`config.mk`:
```
export PLATFORM = sky130hd
export DESIGN_NAME = rng_share_arbiter
export DESIGN_NICKNAME = d
export VERILOG_FILES = /design/src/rtl/rng_share_arbiter.sv
export SDC_FILE = /design/constraint.sdc
export NUM_CORES = 1
export LEC_CHECK = 0
export CORE_ASPECT_RATIO = 1.4
export CORE_MARGIN = 1
export CORE_UTILIZATION = 49
export CTS_CLUSTER_SIZE = 10
export DETAILED_ROUTE_END_ITERATION = 12
export PLACE_DENSITY_LB_ADDON = 0.15
export REMOVE_ABC_BUFFERS = 1
export SYNTH_ARGS = -nofsm -noshare
export SYNTH_HDL_FRONTEND = slang
export SYNTH_SLANG_ARGS = --single-unit
```
`constraint.sdc`:
```
create_clock -name clk -period 1.7 [get_ports clk]
set_input_delay 0.34 -clock clk [delete_from_list [all_inputs] [get_ports clk]]
set_output_delay 0.34 -clock clk [all_outputs]
set_load 0.05 [all_outputs]
```
`src/rtl/rng_share_arbiter.sv`:
```
// Round-robin arbiter sharing one 8-bit LFSR among N_REQ requesters; each grant steps the LFSR once.
// Optional post-reset warmup stepping is enabled by defining RNG_ARB_WARMUP_EN.

module lfsr #(
  parameter int unsigned      WIDTH = 8,
  parameter logic [WIDTH-1:0] SEED  = WIDTH'(8'h01),
  parameter logic [WIDTH-1:0] TAPS  = WIDTH'(8'hB8)
) (
  input  logic             clk,
  input  logic             rst,
  input  logic             en,
  output logic [WIDTH-1:0] rand_out,
  output logic [WIDTH-1:0] next_c
);

  // Fibonacci form: shift left, feedback is the parity of the tapped bits
  always_comb next_c = {rand_out[WIDTH-2:0], ^(rand_out & TAPS)};

  always_ff @(posedge clk) begin
    if (rst)     rand_out <= SEED;
    else if (en) rand_out <= next_c;
  end

endmodule

module rng_share_arbiter #(
  parameter int unsigned      N_REQ         = 4,
  parameter int unsigned      WIDTH         = 8,
  parameter logic [WIDTH-1:0] SEED          = WIDTH'(8'h01),
  parameter int unsigned      WARMUP_CYCLES = 16
) (
  input  logic                     clk,
  input  logic                     rst,
  input  logic [N_REQ-1:0]         req,
  output logic [N_REQ-1:0]         ack,
  output logic [WIDTH-1:0]         rand_data,
  output logic [$clog2(N_REQ)-1:0] grant_idx,
  output logic                     busy,
  output logic [15:0]              draw_count
);

  localparam int unsigned IDX_W = $clog2(N_REQ);

  if (N_REQ < 2 || N_REQ > 8) begin : g_bad_n_req
    $error("rng_share_arbiter: N_REQ must be 2..8");
  end
  if (WARMUP_CYCLES < 1 || WARMUP_CYCLES > 65536) begin : g_bad_warmup
    $error("rng_share_arbiter: WARMUP_CYCLES must be 1..65536");
  end

`ifdef RNG_ARB_WARMUP_EN
  typedef enum logic [1:0] {ST_WARMUP, ST_IDLE, ST_STEP, ST_ACK} state_t;
  localparam state_t ST_RESET = ST_WARMUP;
`else
  typedef enum logic [1:0] {ST_IDLE, ST_STEP, ST_ACK} state_t;
  localparam state_t ST_RESET = ST_IDLE;
`endif

  state_t           state, state_d;
  logic [IDX_W-1:0] ptr;
  logic [IDX_W-1:0] win_idx;
  logic [IDX_W-1:0] cand;
  logic             win_vld;
  logic             lfsr_en;
  logic             grant_ld;
  logic [WIDTH-1:0] lfsr_q;
  logic [WIDTH-1:0] lfsr_next;

  lfsr #(
    .WIDTH (WIDTH),
    .SEED  (SEED)
  ) u_lfsr (
    .clk      (clk),
    .rst      (rst),
    .en       (lfsr_en),
    .rand_out (lfsr_q),
    .next_c   (lfsr_next)
  );

  // Round-robin pick: first requester found scanning from ptr+1, wrapping
  always_comb begin
    win_vld = 1'b0;
    win_idx = '0;
    cand    = '0;
    for (int unsigned i = 1; i <= N_REQ; i++) begin
      cand = IDX_W'((32'(ptr) + i) % N_REQ);
      if (!win_vld && req[cand]) begin
        win_vld = 1'b1;
        win_idx = cand;
      end
    end
  end

`ifdef RNG_ARB_WARMUP_EN
  logic [15:0] warm_cnt;
  logic        warm_done;

  assign warm_done = (32'(warm_cnt) + 32'd1) >= WARMUP_CYCLES;

  always_ff @(posedge clk) begin
    if (rst)                    warm_cnt <= '0;
    else if (state == ST_WARMUP) warm_cnt <= warm_cnt + 16'd1;
  end
`endif

  // Next-state and LFSR enable
  always_comb begin
    state_d  = state;
    lfsr_en  = 1'b0;
    grant_ld = 1'b0;
    case (state)
`ifdef RNG_ARB_WARMUP_EN
      ST_WARMUP: begin
        lfsr_en = 1'b1;
        if (warm_done) state_d = ST_IDLE;
      end
`endif
      ST_IDLE: begin
        if (win_vld) begin
          grant_ld = 1'b1;
          state_d  = ST_STEP;
        end
      end
      ST_STEP: begin
        lfsr_en = 1'b1;
        state_d = ST_ACK;
      end
      ST_ACK:  state_d = ST_IDLE;
      default: state_d = ST_RESET;
    endcase
  end

  assign busy = (state != ST_IDLE);

  // State and registered outputs; ACK-cycle outputs load on the STEP->ACK edge
  always_ff @(posedge clk) begin
    if (rst) begin
      state      <= ST_RESET;
      ptr        <= IDX_W'(N_REQ - 1);
      ack        <= '0;
      rand_data  <= '0;
      grant_idx  <= '0;
      draw_count <= '0;
    end else begin
      state <= state_d;
      ack   <= '0;
      if (grant_ld) grant_idx <= win_idx;
      if (state == ST_STEP) begin
        ack        <= N_REQ'(1) << grant_idx;
        rand_data  <= lfsr_next;
        ptr        <= grant_idx;
        draw_count <= draw_count + 16'd1;
      end
    end
  end

  // An all-zero LFSR would lock up and hand out identical draws
  a_lfsr_live: assert property (@(posedge clk) disable iff (rst) lfsr_q != '0);

endmodule

```
==> results by group <==
CTS
  • Clock transition at path regs: 0.07 ns
  • Num CTS Buffers: 5
  • Postcts setup bufs: 0
  • Root buffer cell: clkbuf_8
  • Clock Sinks: 35
  • Worst-skew pair later-pin latency: 0.29 ns
  • Cts hold-fix bufs: 0
  • CTS max path bufs: 2
  • TritonCTS clock tree: built
  • Post-CTS sizing: 0
  • # H-tree levels: 2

STA
  • Slew @ Worst Pin: 0.506 ns
  • Fmax: about 670 MHz
  • Unrepaired setup endpoints after global routing: no
  • Fin crit share: roughly 88%
  • Final hold vios: 0
  • Hold Worst Slack: 0.472 ns
  • Final Max Slew Viols: 0
  • Final min period: between 1 and 1.5 ns
  • Final setup violation count: 0
  • Max-slew headroom: between 60% and 70%
  • Worst Skew: roughly 0.008 ns

Critical path
  • WS Path Type: flip-flop to flip-flop
  • R2R Setup Slk: between 0.2 and 0.25 ns
  • CP startpoint kind: flip-flop
  • Critical Path Fanout Max: 6
  • CP Capture Type: flip-flop
  • WP data arrival: ~1.7 ns
  • CP required: 1.88 ns
  • Reg2reg path depth: 4

Die
  • Row count: 23
  • Floorplan core area: roughly 3000 um2
  • Die area: approximately 3400 um2
  • Die X: between 40 and 50 um
  • Die height: roughly 70 um
  • Starting density of the core: between 50% and 60%
  • IO Pins: 37

Placed design
  • Routability cong.: ~0.73
  • Post-DP HPWL: approximately 2.5 mm
  • IO Port Bufs: 36
  • Placed cell count: 255
  • DP Area: 1950 um2

Pwr
  • Sequential power share: between 40% and 50%
  • Sw Share: between 20% and 30%
  • Power per cell area: around 920 nW/um2
  • Leak: slightly above 0.8 nW
  • Pint: ~1.4 mW
  • Combinational share of power: 14.7%
  • Sw Pwr: around 500 uW
  • Max IR drop VDD: 0.820 mV
  • Total Power: 1.88 mW
  • Clock power frac: between 30% and 40%

Yosys
  • Syn Area/Cell: roughly 8.4 um2
  • Post-synthesis cell area: 1560 um2
  • Number of flops mapped to enable cells by yosys: 0
  • Predominant post-synthesis flop cell: dfxtp_1
  • Yosys reg bits: 35
  • Largest area contributor in the netlist: dfxtp_1
  • Synth cell types: 40
  • Mapped Cells: 187
  • Register area share after synthesis: 44.8%
  • Post-synth ARST share: 0%
  • Ys Warns: 0
  • Top cells by area, synth: dfxtp_1 45%, nand2_1 7.0%, nor2_1 5.8%
  • Synth top area share: around 45%

Route
  • DR iter-0 viols: 29
  • Antenna Violating Nets Remaining: 0
  • Detailed Route WL: 3.36 mm
  • Drt wl/cell: between 10 and 15 um
  • DR vias/cell: between 5 and 6
  • Pre-antenna DRT Iters: 4
  • Drt drc: 0
  • Vias: around 1400

Cells and area
  • NumNets Final: ~230
  • Area grow syn2layout: 31.1%
  • Final Instance Count excl. Fillers: between 200 and 300
  • ANT cells: 0
  • Share of cells above drive strength 1: between 20% and 30%
  • Fin area: roughly 2000 um2

GRT
  • Initial antenna violation count: 0
  • Total Routing Usage GR: ~22%
  • GR Overflow Total: 0
  • First-pass GRT wire length: approximately 5.4 mm
  • Vias in the first global route: 1272
  • Largest net degree at the start of global routing: 32

Status
  • Status: finished, final reports clean

Flow run
  • Max Cap Violations: 0

Hold path
  • Min-delay worst type: flip-flop to flip-flop
  • Hold Path Stages: 2
[cell usage in the layout, fill, tap and decap left out, types with 2 or more instances in the layout]
master and count:
nor4_1 5, o22ai_1 2, nand3b_1 3, nand4_1 2, nand2b_1 2, nand2_1 29, buf_12 5, xnor2_1 9
xor2_1 3, a21oi_1 12, nor4_2 2, dfxtp_1 35, nand3_1 4, nor3_1 7, nor2_1 24, inv_1 7
buf_4 35, clkbuf_8 5, a21o_1 2, nor2b_1 3, clkdlybuf4s50_1 5, o21ai_0 2, and3_1 2
[final cells by class]
type	instances	area, um2
Inverter	7	26.3
Tap cell	37	46.3
Clock inverter	1	30.0
Multi-Input combinational cell	131	759
Sequential cell	35	701
Fill cell	246	887
Timing Repair Buffer	45	413
Clock buffer	6	72.6
[kinds of logic after synthesis]
family                   count (synthesis)  share of synthesized area [%]
AND/OR/NAND/NOR                         90                           29.1
buffers and inverters                   21                           6.57
AO/OA/AOI/OAI                           26                           10.6
multiplexers                             2                           1.44
adder cells (fa/ha/maj)                  1                          0.801
flip-flops                              35                           44.8
XOR/XNOR                                12                           6.73
[Yosys cell counts (4+ instances only)]
library cell / number
nor4_1: 5
xnor2_1: 9
nand3_1: 4
buf_4: 6
inv_1: 7
dfxtp_1: 35
clkbuf_1: 7
nor2_1: 24
nand2_1: 29
nor3_1: 7
a21oi_1: 12
[path summary, 6_finish.rpt]
kind / startpoint / endpoint
worst max register to register: draw_count[6] / draw_count[14]
worst min register to register: u_lfsr.rand_out[2] / u_lfsr.rand_out[3]
worst min-delay path: u_lfsr.rand_out[2] / u_lfsr.rand_out[3]
worst max-delay path: draw_count[6] / draw_count[14]
[critical path, stage by stage, from the launching register on]
cell and delay, ns:
dfxtp_1 0.41, nand3_1 0.16, nor4_2 0.35, nand4_1 0.16, mux2_1 0.32
[layer usage]
metal,GRT usage (%),share of wire [%],vias up
li1,-,-,707
met1,21.9,39,634
met2,38.9,54,29
met3,5.26,3.7,9
met4,15.0,3.0,0
met5,0,0,-
[metrics by stage]
| step | TNS [ns] | worst slack [ns] | util [%] |
|---|---|---|---|
| floorplan | -0.0852 | -0.0752 | - |
| global placement | 0 | 0.0743 | 66.3 |
| detailed placement | -0.0119 | -0.0119 | 66.3 |
| CTS | 0 | 0.191 | 69.8 |
| global route | 0 | 0.0652 | 69.8 |
| finish | 0 | 0.205 | 69.8 |
[flip-flops by register name (all words and copies together), names as in the netlist]
| name | count |
|---|---|
| u_lfsr.rand_out | 8 |
| draw_count | 16 |
| ptr | 2 |
| state | 2 |
| rand_data | 1 |
| grant_idx | 2 |
| ack | 4 |
[power by group through the flow]
stage / clock [mW] / combinational [mW] / sequential (mW)
after floorplan: 0 / 0.101 / 0.975
after global placement: 0 / 0.269 / 0.908
after detailed placement: 0 / 0.277 / 0.910
after CTS: 0.731 / 0.278 / 0.891
after global routing: 0.762 / 0.299 / 0.898
final: 0.712 / 0.277 / 0.892
Power figures use the tool's default switching activity.
